### config.mk
export PLATFORM = sky130hd
export DESIGN_NAME = instr_issue_buffer
export DESIGN_NICKNAME = d
export VERILOG_FILES = /design/src/rtl/instr_issue_buffer_pkg.sv /design/src/rtl/instr_issue_buffer_ring_store.sv /design/src/rtl/instr_issue_buffer.sv
export SDC_FILE = /design/constraint.sdc
export NUM_CORES = 2
export LEC_CHECK = 0
export BUFFER_PORTS_ARGS = -buffer_cell sky130_fd_sc_hd__buf_2
export CORE_MARGIN = 1.5
export CORE_UTILIZATION = 50
export CTS_CLUSTER_DIAMETER = 200
export DETAILED_ROUTE_END_ITERATION = 8
export PLACE_DENSITY = 0.71
export SLEW_MARGIN = 20
export SYNTH_ARGS = -nofsm -noshare
export SYNTH_HDL_FRONTEND = slang
export SYNTH_HIERARCHICAL = 1
export SYNTH_SLANG_ARGS = --single-unit
### constraint.sdc
create_clock -name clk -period 22.7 [get_ports clk]
set_input_delay 2.27 -clock clk [delete_from_list [all_inputs] [get_ports clk]]
set_output_delay 2.27 -clock clk [all_outputs]
set_load 0.05 [all_outputs]
### src/rtl/instr_issue_buffer_pkg.sv
// Purpose : shared types for the instruction issue buffer (packet layout, enums, idle value).
// Latency : n/a (types and pure functions only).
// Backpressure: n/a.
package instr_issue_pkg;

    // Address/immediate width and register index width of an issue packet.
    localparam int XLEN      = 32;
    localparam int REG_W     = 6;
    // Widest lane vector the helper functions handle (ISSUE_WIDTH is 1..4).
    localparam int MAX_LANES = 4;

    typedef enum logic [2:0] {
        UNKNOWN = 3'd0,
        ADD     = 3'd1,
        SUB     = 3'd2,
        ADDI    = 3'd3,
        LW      = 3'd4,
        SW      = 3'd5,
        BEQ     = 3'd6,
        JAL     = 3'd7
    } instr_name_e;

    typedef enum logic [1:0] {
        XX   = 2'd0,
        ST_B = 2'd1,
        ST_H = 2'd2,
        ST_W = 2'd3
    } st_type_e;

    typedef struct packed {
        logic [XLEN-1:0]  address;
        logic [XLEN-1:0]  immediate;
        logic [REG_W-1:0] src_1;
        logic [REG_W-1:0] src_2;
        logic [REG_W-1:0] arn;
        logic [REG_W-1:0] rrn;
        logic             jump;
        logic             tag;
        instr_name_e      instr_name;
        st_type_e         st_type;
    } issue_pkt_t;

    // Value presented on an output lane that carries no valid entry.
    localparam issue_pkt_t ISSUE_IDLE = '{
        address:    '0,
        immediate:  '0,
        src_1:      '0,
        src_2:      '0,
        arn:        '0,
        rrn:        '0,
        jump:       1'b0,
        tag:        1'b0,
        instr_name: UNKNOWN,
        st_type:    XX
    };

    // Number of consecutive set bits starting at lane 0, looking at the
    // first 'lanes' lanes only. A gap stops the count.
    function automatic int leading_ones(input logic [MAX_LANES-1:0] v, input int lanes);
        int   n;
        logic run;
        n   = 0;
        run = 1'b1;
        for (int i = 0; i < MAX_LANES; i++) begin
            if (run && (i < lanes) && v[i]) begin
                n = n + 1;
            end else begin
                run = 1'b0;
            end
        end
        return n;
    endfunction

endpackage

### src/rtl/instr_issue_buffer_ring_store.sv
// Purpose : DEPTH-entry packet storage, ISSUE_WIDTH write ports, ISSUE_WIDTH read ports, per-entry tag clear.
// Latency : writes visible on the read ports the cycle after the write edge; reads are combinational.
// Backpressure: none here; the controlling block decides which ports are enabled.
//
// Ports: clk/rst (async active-high); wr_en/wr_idx/wr_pkt per write lane;
//        rd_idx -> rd_pkt per read lane; tag_clr clears the tag bit of the selected entries.
module issue_ring_store
    import instr_issue_pkg::*;
#(
    parameter int DEPTH       = 8,
    parameter int ISSUE_WIDTH = 2,
    localparam int PTR_W      = $clog2(DEPTH)
) (
    input  logic                                clk,
    input  logic                                rst,
    input  logic [ISSUE_WIDTH-1:0]              wr_en,
    input  logic [ISSUE_WIDTH-1:0][PTR_W-1:0]   wr_idx,
    input  issue_pkt_t [ISSUE_WIDTH-1:0]        wr_pkt,
    input  logic [ISSUE_WIDTH-1:0][PTR_W-1:0]   rd_idx,
    output issue_pkt_t [ISSUE_WIDTH-1:0]        rd_pkt,
    input  logic [DEPTH-1:0]                    tag_clr
);

    issue_pkt_t mem [DEPTH];

    // Tag clears are applied first so that a packet written into the same
    // entry in the same cycle keeps the tag it was written with.
    always_ff @(posedge clk or posedge rst) begin
        if (rst) begin
            for (int e = 0; e < DEPTH; e++) begin
                mem[e] <= ISSUE_IDLE;
            end
        end else begin
            for (int e = 0; e < DEPTH; e++) begin
                if (tag_clr[e]) begin
                    mem[e].tag <= 1'b0;
                end
            end
            for (int k = 0; k < ISSUE_WIDTH; k++) begin
                if (wr_en[k]) begin
                    mem[wr_idx[k]] <= wr_pkt[k];
                end
            end
        end
    end

    always_comb begin
        for (int k = 0; k < ISSUE_WIDTH; k++) begin
            rd_pkt[k] = mem[rd_idx[k]];
        end
    end

endmodule

### src/rtl/instr_issue_buffer.sv
// Purpose : in-order multi-lane issue buffer between dispatch and the ROB side, with speculative flush/commit.
// Latency : 1 cycle from push to visibility on out_pkt; pops take effect at the next edge.
// Backpressure: in_ready drops when fewer than ISSUE_WIDTH free entries remain (same-cycle pops not credited).
//
// Ports: clk, reset (async active-high); in_valid/in_pkt/in_ready push side;
//        out_valid/out_pkt/out_ready pop side (lane 0 oldest); flush_spec drops tagged
//        entries, commit_spec clears all tags, clear empties; count/empty/full status.
module instr_issue_buffer
    import instr_issue_pkg::*;
#(
    parameter int ISSUE_WIDTH = 2,
    parameter int DEPTH       = 8,
    localparam int PTR_W      = $clog2(DEPTH),
    localparam int CNT_W      = PTR_W + 1
) (
    input  logic                         clk,
    input  logic                         reset,
    input  logic [ISSUE_WIDTH-1:0]       in_valid,
    input  issue_pkt_t [ISSUE_WIDTH-1:0] in_pkt,
    output logic                         in_ready,
    output logic [ISSUE_WIDTH-1:0]       out_valid,
    output issue_pkt_t [ISSUE_WIDTH-1:0] out_pkt,
    input  logic [ISSUE_WIDTH-1:0]       out_ready,
    input  logic                         flush_spec,
    input  logic                         commit_spec,
    input  logic                         clear,
    output logic [CNT_W-1:0]             count,
    output logic                         empty,
    output logic                         full
);

    logic [PTR_W-1:0]                  head;
    logic [PTR_W-1:0]                  tail;
    logic [CNT_W-1:0]                  spec_count;

    logic                              push_ok;
    logic [CNT_W-1:0]                  n_push;
    logic [CNT_W-1:0]                  n_push_tag;
    logic [CNT_W-1:0]                  n_pop;
    logic [CNT_W-1:0]                  n_pop_tag;
    logic [ISSUE_WIDTH-1:0]            pop_mask;

    logic [ISSUE_WIDTH-1:0]            wr_en;
    logic [ISSUE_WIDTH-1:0][PTR_W-1:0] wr_idx;
    issue_pkt_t [ISSUE_WIDTH-1:0]      wr_pkt;
    logic [ISSUE_WIDTH-1:0][PTR_W-1:0] rd_idx;
    issue_pkt_t [ISSUE_WIDTH-1:0]      rd_pkt;
    logic [DEPTH-1:0]                  tag_clr;

    issue_ring_store #(
        .DEPTH       (DEPTH),
        .ISSUE_WIDTH (ISSUE_WIDTH)
    ) u_store (
        .clk     (clk),
        .rst     (reset),
        .wr_en   (wr_en),
        .wr_idx  (wr_idx),
        .wr_pkt  (wr_pkt),
        .rd_idx  (rd_idx),
        .rd_pkt  (rd_pkt),
        .tag_clr (tag_clr)
    );

    // Status derived from registered state only.
    always_comb begin
        in_ready = (CNT_W'(DEPTH) - count) >= CNT_W'(ISSUE_WIDTH);
        empty    = (count == '0);
        full     = (count == CNT_W'(DEPTH));
    end

    // Push side: accept the leading run of valid lanes, only when a whole
    // group fits and no flush/clear is in progress. A commit in the same
    // cycle means the new packets are already non-speculative.
    always_comb begin
        push_ok    = in_ready && !flush_spec && !clear;
        n_push     = push_ok ? CNT_W'(leading_ones(MAX_LANES'(in_valid), ISSUE_WIDTH)) : '0;
        n_push_tag = '0;
        for (int k = 0; k < ISSUE_WIDTH; k++) begin
            wr_en[k]      = CNT_W'(k) < n_push;
            wr_idx[k]     = tail + PTR_W'(k);
            wr_pkt[k]     = in_pkt[k];
            wr_pkt[k].tag = in_pkt[k].tag && !commit_spec;
            if (wr_en[k] && wr_pkt[k].tag) begin
                n_push_tag = n_push_tag + CNT_W'(1);
            end
        end
    end

    always_comb begin
        for (int k = 0; k < ISSUE_WIDTH; k++) begin
            rd_idx[k] = head + PTR_W'(k);
        end
    end

    // Pop side: during a flush, lanes holding tagged entries are hidden so
    // only the surviving (untagged) entries can leave.
    always_comb begin
        for (int k = 0; k < ISSUE_WIDTH; k++) begin
            out_valid[k] = (count > CNT_W'(k)) && !(flush_spec && rd_pkt[k].tag);
            out_pkt[k]   = out_valid[k] ? rd_pkt[k] : ISSUE_IDLE;
        end
        n_pop     = clear ? '0
                          : CNT_W'(leading_ones(MAX_LANES'(out_valid & out_ready), ISSUE_WIDTH));
        n_pop_tag = '0;
        for (int k = 0; k < ISSUE_WIDTH; k++) begin
            pop_mask[k] = CNT_W'(k) < n_pop;
            if (pop_mask[k] && rd_pkt[k].tag) begin
                n_pop_tag = n_pop_tag + CNT_W'(1);
            end
        end
    end

    always_comb begin
        tag_clr = {DEPTH{commit_spec && !flush_spec && !clear}};
    end

    // Tagged entries always form the youngest block, so a flush is just a
    // rewind of tail by spec_count.
    always_ff @(posedge clk or posedge reset) begin
        if (reset) begin
            head       <= '0;
            tail       <= '0;
            count      <= '0;
            spec_count <= '0;
        end else if (clear) begin
            head       <= '0;
            tail       <= '0;
            count      <= '0;
            spec_count <= '0;
        end else if (flush_spec) begin
            head       <= head + PTR_W'(n_pop);
            tail       <= tail - PTR_W'(spec_count);
            count      <= count - n_pop - spec_count;
            spec_count <= '0;
        end else begin
            head       <= head + PTR_W'(n_pop);
            tail       <= tail + PTR_W'(n_push);
            count      <= count + n_push - n_pop;
            spec_count <= commit_spec ? '0 : (spec_count + n_push_tag - n_pop_tag);
        end
    end

    always @(posedge clk) begin
        if (!reset) begin
            assert (count <= CNT_W'(DEPTH))
                else $error("instr_issue_buffer: count %0d exceeds depth", count);
            assert (spec_count <= count)
                else $error("instr_issue_buffer: spec_count %0d above count %0d", spec_count, count);
            assert ((pop_mask & ~out_valid) == '0)
                else $error("instr_issue_buffer: pop on a lane without out_valid");
            assert (!(flush_spec && commit_spec))
                else $error("instr_issue_buffer: flush_spec and commit_spec together, flush wins");
        end
    end

endmodule

; Yosys cells after proc, flatten, opt, wreduce, memory -nomap -nowiden
; Cells that the tools add are included.
[word_totals]
inputBits = 199
ff_bits = 774
[op_classes]
magnitude_cmp = 13
mux = 44
eq_ne = 1
n_reduce_logical = 24
n_bitwise = 5
addsub = 16
[op_table]
columns = operator, count
row1 = 760-bit bitwise mux, 2
row2 = 760-bit two-way mux, 2
row3 = 95-bit two-way mux, 8
row4 = 95-bit binary-select mux with 3-bit select, 2
row5 = 95-bit demux with 3-bit select, 2
row6 = 4-bit two-way mux, 11
row7 = 1-bit logical AND, 18
row8 = "4-bit >= comparator, second input constant", 4
row9 = "1-bit by 4-bit less-than comparator with 1-bit output, first input constant", 4
row10 = 3-bit inverter with 4-bit output, 4
row11 = 4-bit subtractor, 4
row12 = 1-bit two-way mux, 14
row13 = 3-bit two-way mux, 3
row14 = "4-bit by 1-bit adder with 4-bit output, second input constant", 2
row15 = 4-bit adder, 2
row16 = "4-bit by 1-bit greater-than comparator with 1-bit output, second input constant", 2
row17 = "4-bit by 1-bit less-than comparator with 1-bit output, second input constant", 2
row18 = "3-bit by 1-bit adder with 3-bit output, second input constant", 2
row19 = 3-bit adder, 2
row20 = 1-bit logical NOT, 5
row21 = "1-bit by 1-bit adder with 2-bit output, second input constant", 2
row22 = "4-bit == test, second input constant", 1
row23 = "4-bit by 2-bit >= comparator with 1-bit output, second input constant", 1
row24 = 4-bit logical NOT, 1
row25 = 3 further kinds, 3

; Longest topological paths before layout
[depth]
depth_word = 22
depth_mapped = 18
mapped_depth_nobuf = 18

; Hierarchy
; The synthesis kept the hierarchy.
[by_module_without_submodules]
columns = module, n_inst, seq_area_each_um2, area_each_um2, cells_per_inst
row1 = issue_ring_store, 1, 19018.2, 46851.2, 4185
row2 = instr_issue_buffer, 1, 350.3, 2735.1, 358

; Least setup slack after synthesis
; No wires, ideal clock.
[synth_path]
kind = input-to-output
from = input port flush_spec
to = output port out_pkt[180] (netlist bit)
path_stages = 4
setup_slack_ns = 16.688
required_time_ns = 20.430
arrival_ns = 3.742
cell_sequence = buf_2 -> a21oi_4 -> clkbuf_1 -> and2_1
[synth_lines]
columns = item, line_no
row1 = from (decl), instr_issue_buffer.sv:24  ; input logic flush_spec,
row2 = to (decl), instr_issue_buffer.sv:22  ; output issue_pkt_t [ISSUE_WIDTH-1:0] out_pkt,

==> impl_metrics.toml <==
[status]
status = "complete, no violations"

[clock_tree]
cts_tree = "done"
ctsHoldBuffers = 0
htree_levels = 3
postCtsSetupBuffers = 0
cts.sink_count = 774
cts_resized = 0
cts_buffers = 89
cts_buffer_depth = 3
cts-root-buf = "clkbuf_16"
clock_latency_ns = 0.66
clk_pin_slew_ns = 0.06

[logic_synthesis]
synth_area_um2 = 49590
ys_ff_latch = 774
async_flop_share = 1.000
synth_flop_cell = "dfrtp_1"
ys_seq_area_frac = 0.3906
syn_avg_cell_area_um2 = 10.91
netlist_instances = 4543
ys_types = 45
synth_edf_count = 0
syn_nets = 4776
yosysWarnings = 6

[hold_path]
hold_class = "reg2reg"

[setup_path]
required_ns = 20.43
critPathTopFamily = "buffers and inverters"
crit_slowest_cell = "buf_4"
rrSetupSlack_ns = 17.39
critPathMaxFanout = 68
critPathMostFrequentCell = "buf_4"
cp.buffers_inverters = 4
endpoint_kind = "output port"
cp_cell_sequence = "inv_8, buf_4, buf_4, mux4_2, mux2_2, and2_1, buf_2"
path_class = "reg2out"
startpoint_type = "flop"
cp_slowest_stage_delay_ns = 0.91
arrival_ns = 4.89

[sta]
tightest_slew_ns = 1.174
hold_viol_final = 0
slew_headroom = 0.2171
finClkSkew_ns = 0.02297
period_share = 0.3156
clock.fmax_mhz = 139.6
setup_viol = 0
finalMaxSlewViolations = 0
setup_tns_ns = 0
rsz0062_at_grt = "no"
period_minus_slack_ns = 7.163

[routing]
viasPerCell = 6.200
drcViolationCount = 0
routed.top_layer = "met5"
wirelength_met1_um = 60550
totalWireLength_um = 149200
dr.pass1.iters = 6
wl_met3_um = 11440
dr_total_vias = 36530
drt-initial-drc-count = 3444
wl_met2_um = 71990
ant_nets = 0
routedWlPerCell_um = 25.33

[grt]
grt-ovfl-total = 0
grt_util_all_layers = 0.2931
grt_pass1_wl_um = 227800
grt_max_degree = 191
grt_antenna_before_repair = 36
grt_pass1_vias = 36900

[finish]
final_common_cell = "dfrtp_1"
drive_gt1_frac = 0.2610
final_cell_mix = "dfrtp_1 (771), mux2i_1 (761), buf_2 (397)"
syn_to_final_growth_pct = 9.356
finalCoreUtilization = 0.5518
nets = 4758
fill_cells = 8365

[job]
drv_cap = 0

[power]
powerDensity_nw_per_um2 = 139.3
worst_ir_drop_vdd_mv = 0.1209
leakagePower_nw = 24.75

[floorplanning]
coreArea_um2 = 98280
die_x_um = 317.9
rows = 115
io_pins = 398
die_h_um = 317.9
start_util = 0.5046
die_area_um2 = 101100

[placement]
dp_hpwl_um = 84240
place_congestion = 0.7995
portBuffers = 397
final cells by class:
type | instances | area (um^2) | share of cell area
Sequential cell | 774 | 19380 | 0.3574
Clock inverter | 29 | 314.1 | 0.005792
Timing Repair Buffer | 463 | 2648 | 0.04882
Multi-Input combinational cell | 3168 | 27440 | 0.5060
Clock buffer | 130 | 2686 | 0.04954
Inverter | 29 | 120.1 | 0.002215
Antenna cell | 11 | 27.53 | 0.0005076
Tap cell | 1287 | 1610 | 0.02970
cell usage after synthesis, types with 2 or more instances:
cell      instances  area (um^2)
nand4b_1          6        52.55
mux2i_1         761         7617
buf_4            46        345.3
buf_1            67        251.5
and2_1          200         1251
inv_1            29        108.9
a21o_1            3        22.52
nor2b_1          12        75.07
mux4_2          380         8558
clkbuf_2          4        20.02
xnor2_1           8        70.07
o21ai_0         135        675.7
nand4_1           2        12.51
nor2_1          390         1464
fa_1              8        160.2
clkbuf_1        263        987.2
mux2_2          191         2151
ha_1             26        325.3
o21ai_1         245         1226
buf_6            27        304.0
and4bb_1          6        75.07
nand3_1           2        10.01
and3b_1           2        17.52
dfrtp_1         774        19370
buf_2           165        825.8
a211oi_1          3        22.52
a21oi_1         385         1927
xor2_1            5        43.79
nand2_1         382         1434
path summary, 6_finish.rpt:
path                                              end                        from  cells past startpoint
min reg2reg                u_store/mem[521]$_DFF_PP0_  u_store/mem[521]$_DFF_PP0_                      2
max reg2reg                   spec_count[3]$_DFF_PP0_           head[1]$_DFF_PP0_                     16
max in group asynchronous  u_store/mem[523]$_DFF_PP0_                       reset                      5
max                                      out_pkt[101]           head[0]$_DFF_PP0_                      7
min                        u_store/mem[521]$_DFF_PP0_  u_store/mem[521]$_DFF_PP0_                      2
min in group asynchronous     spec_count[2]$_DFF_PP0_                       reset                      2
state kept, by name, summed over array words and instances (netlist names):
signal / cells
spec_count: 4
count: 4
u_store/mem: 760
head: 3
tail: 3
routing by layer:
layer  up-vias  track usage
met1     18430       0.3874
met5         -            0
li1      16160            -
met4        40       0.1057
met3       331      0.05280
met2      1567       0.4845
per-stage QoR:
stage | setup WS, ns | instances | instance area (um^2) | hold slack, ns | power [mW]
2_1_floorplan | 10.01 | 4543 | 49590 | 0.5268 | 5.183
3_3_place_gp | 16.16 | 5719 | 51140 | 0.5458 | 5.964
3_5_place_dp | 16.11 | 5719 | 51140 | 0.5578 | 6.070
4_1_cts | 15.39 | 5878 | 54140 | 0.5745 | 7.575
5_1_grt | 15.23 | 5887 | 54220 | 0.5970 | 7.925
6_report | 15.54 | 5891 | 54230 | 0.5694 | 7.554
where the power goes:
part	internal [mW]	switching (mW)	leakage, nW
Clock	0.885	0.602	1.49
Sequential	1.89	0.408	10.1
Combinational	1.56	2.20	13.1
Total	4.34	3.21	24.7
worst min-delay path, cell delays in order (launching register included):
cell     delay (ns)
dfrtp_1        0.35
mux2i_1        0.07
o21ai_1        0.10
cell families after synthesis:
family | after synthesis | share of synthesized area
mux | 1332 | 0.3696
simple gates | 1011 | 0.09074
compound gates | 777 | 0.07918
flops | 774 | 0.3906
buf+inv | 601 | 0.05733
fa+ha+maj | 34 | 0.009790
xor+xnor | 14 | 0.002776
Power figures use the tool's default switching activity.
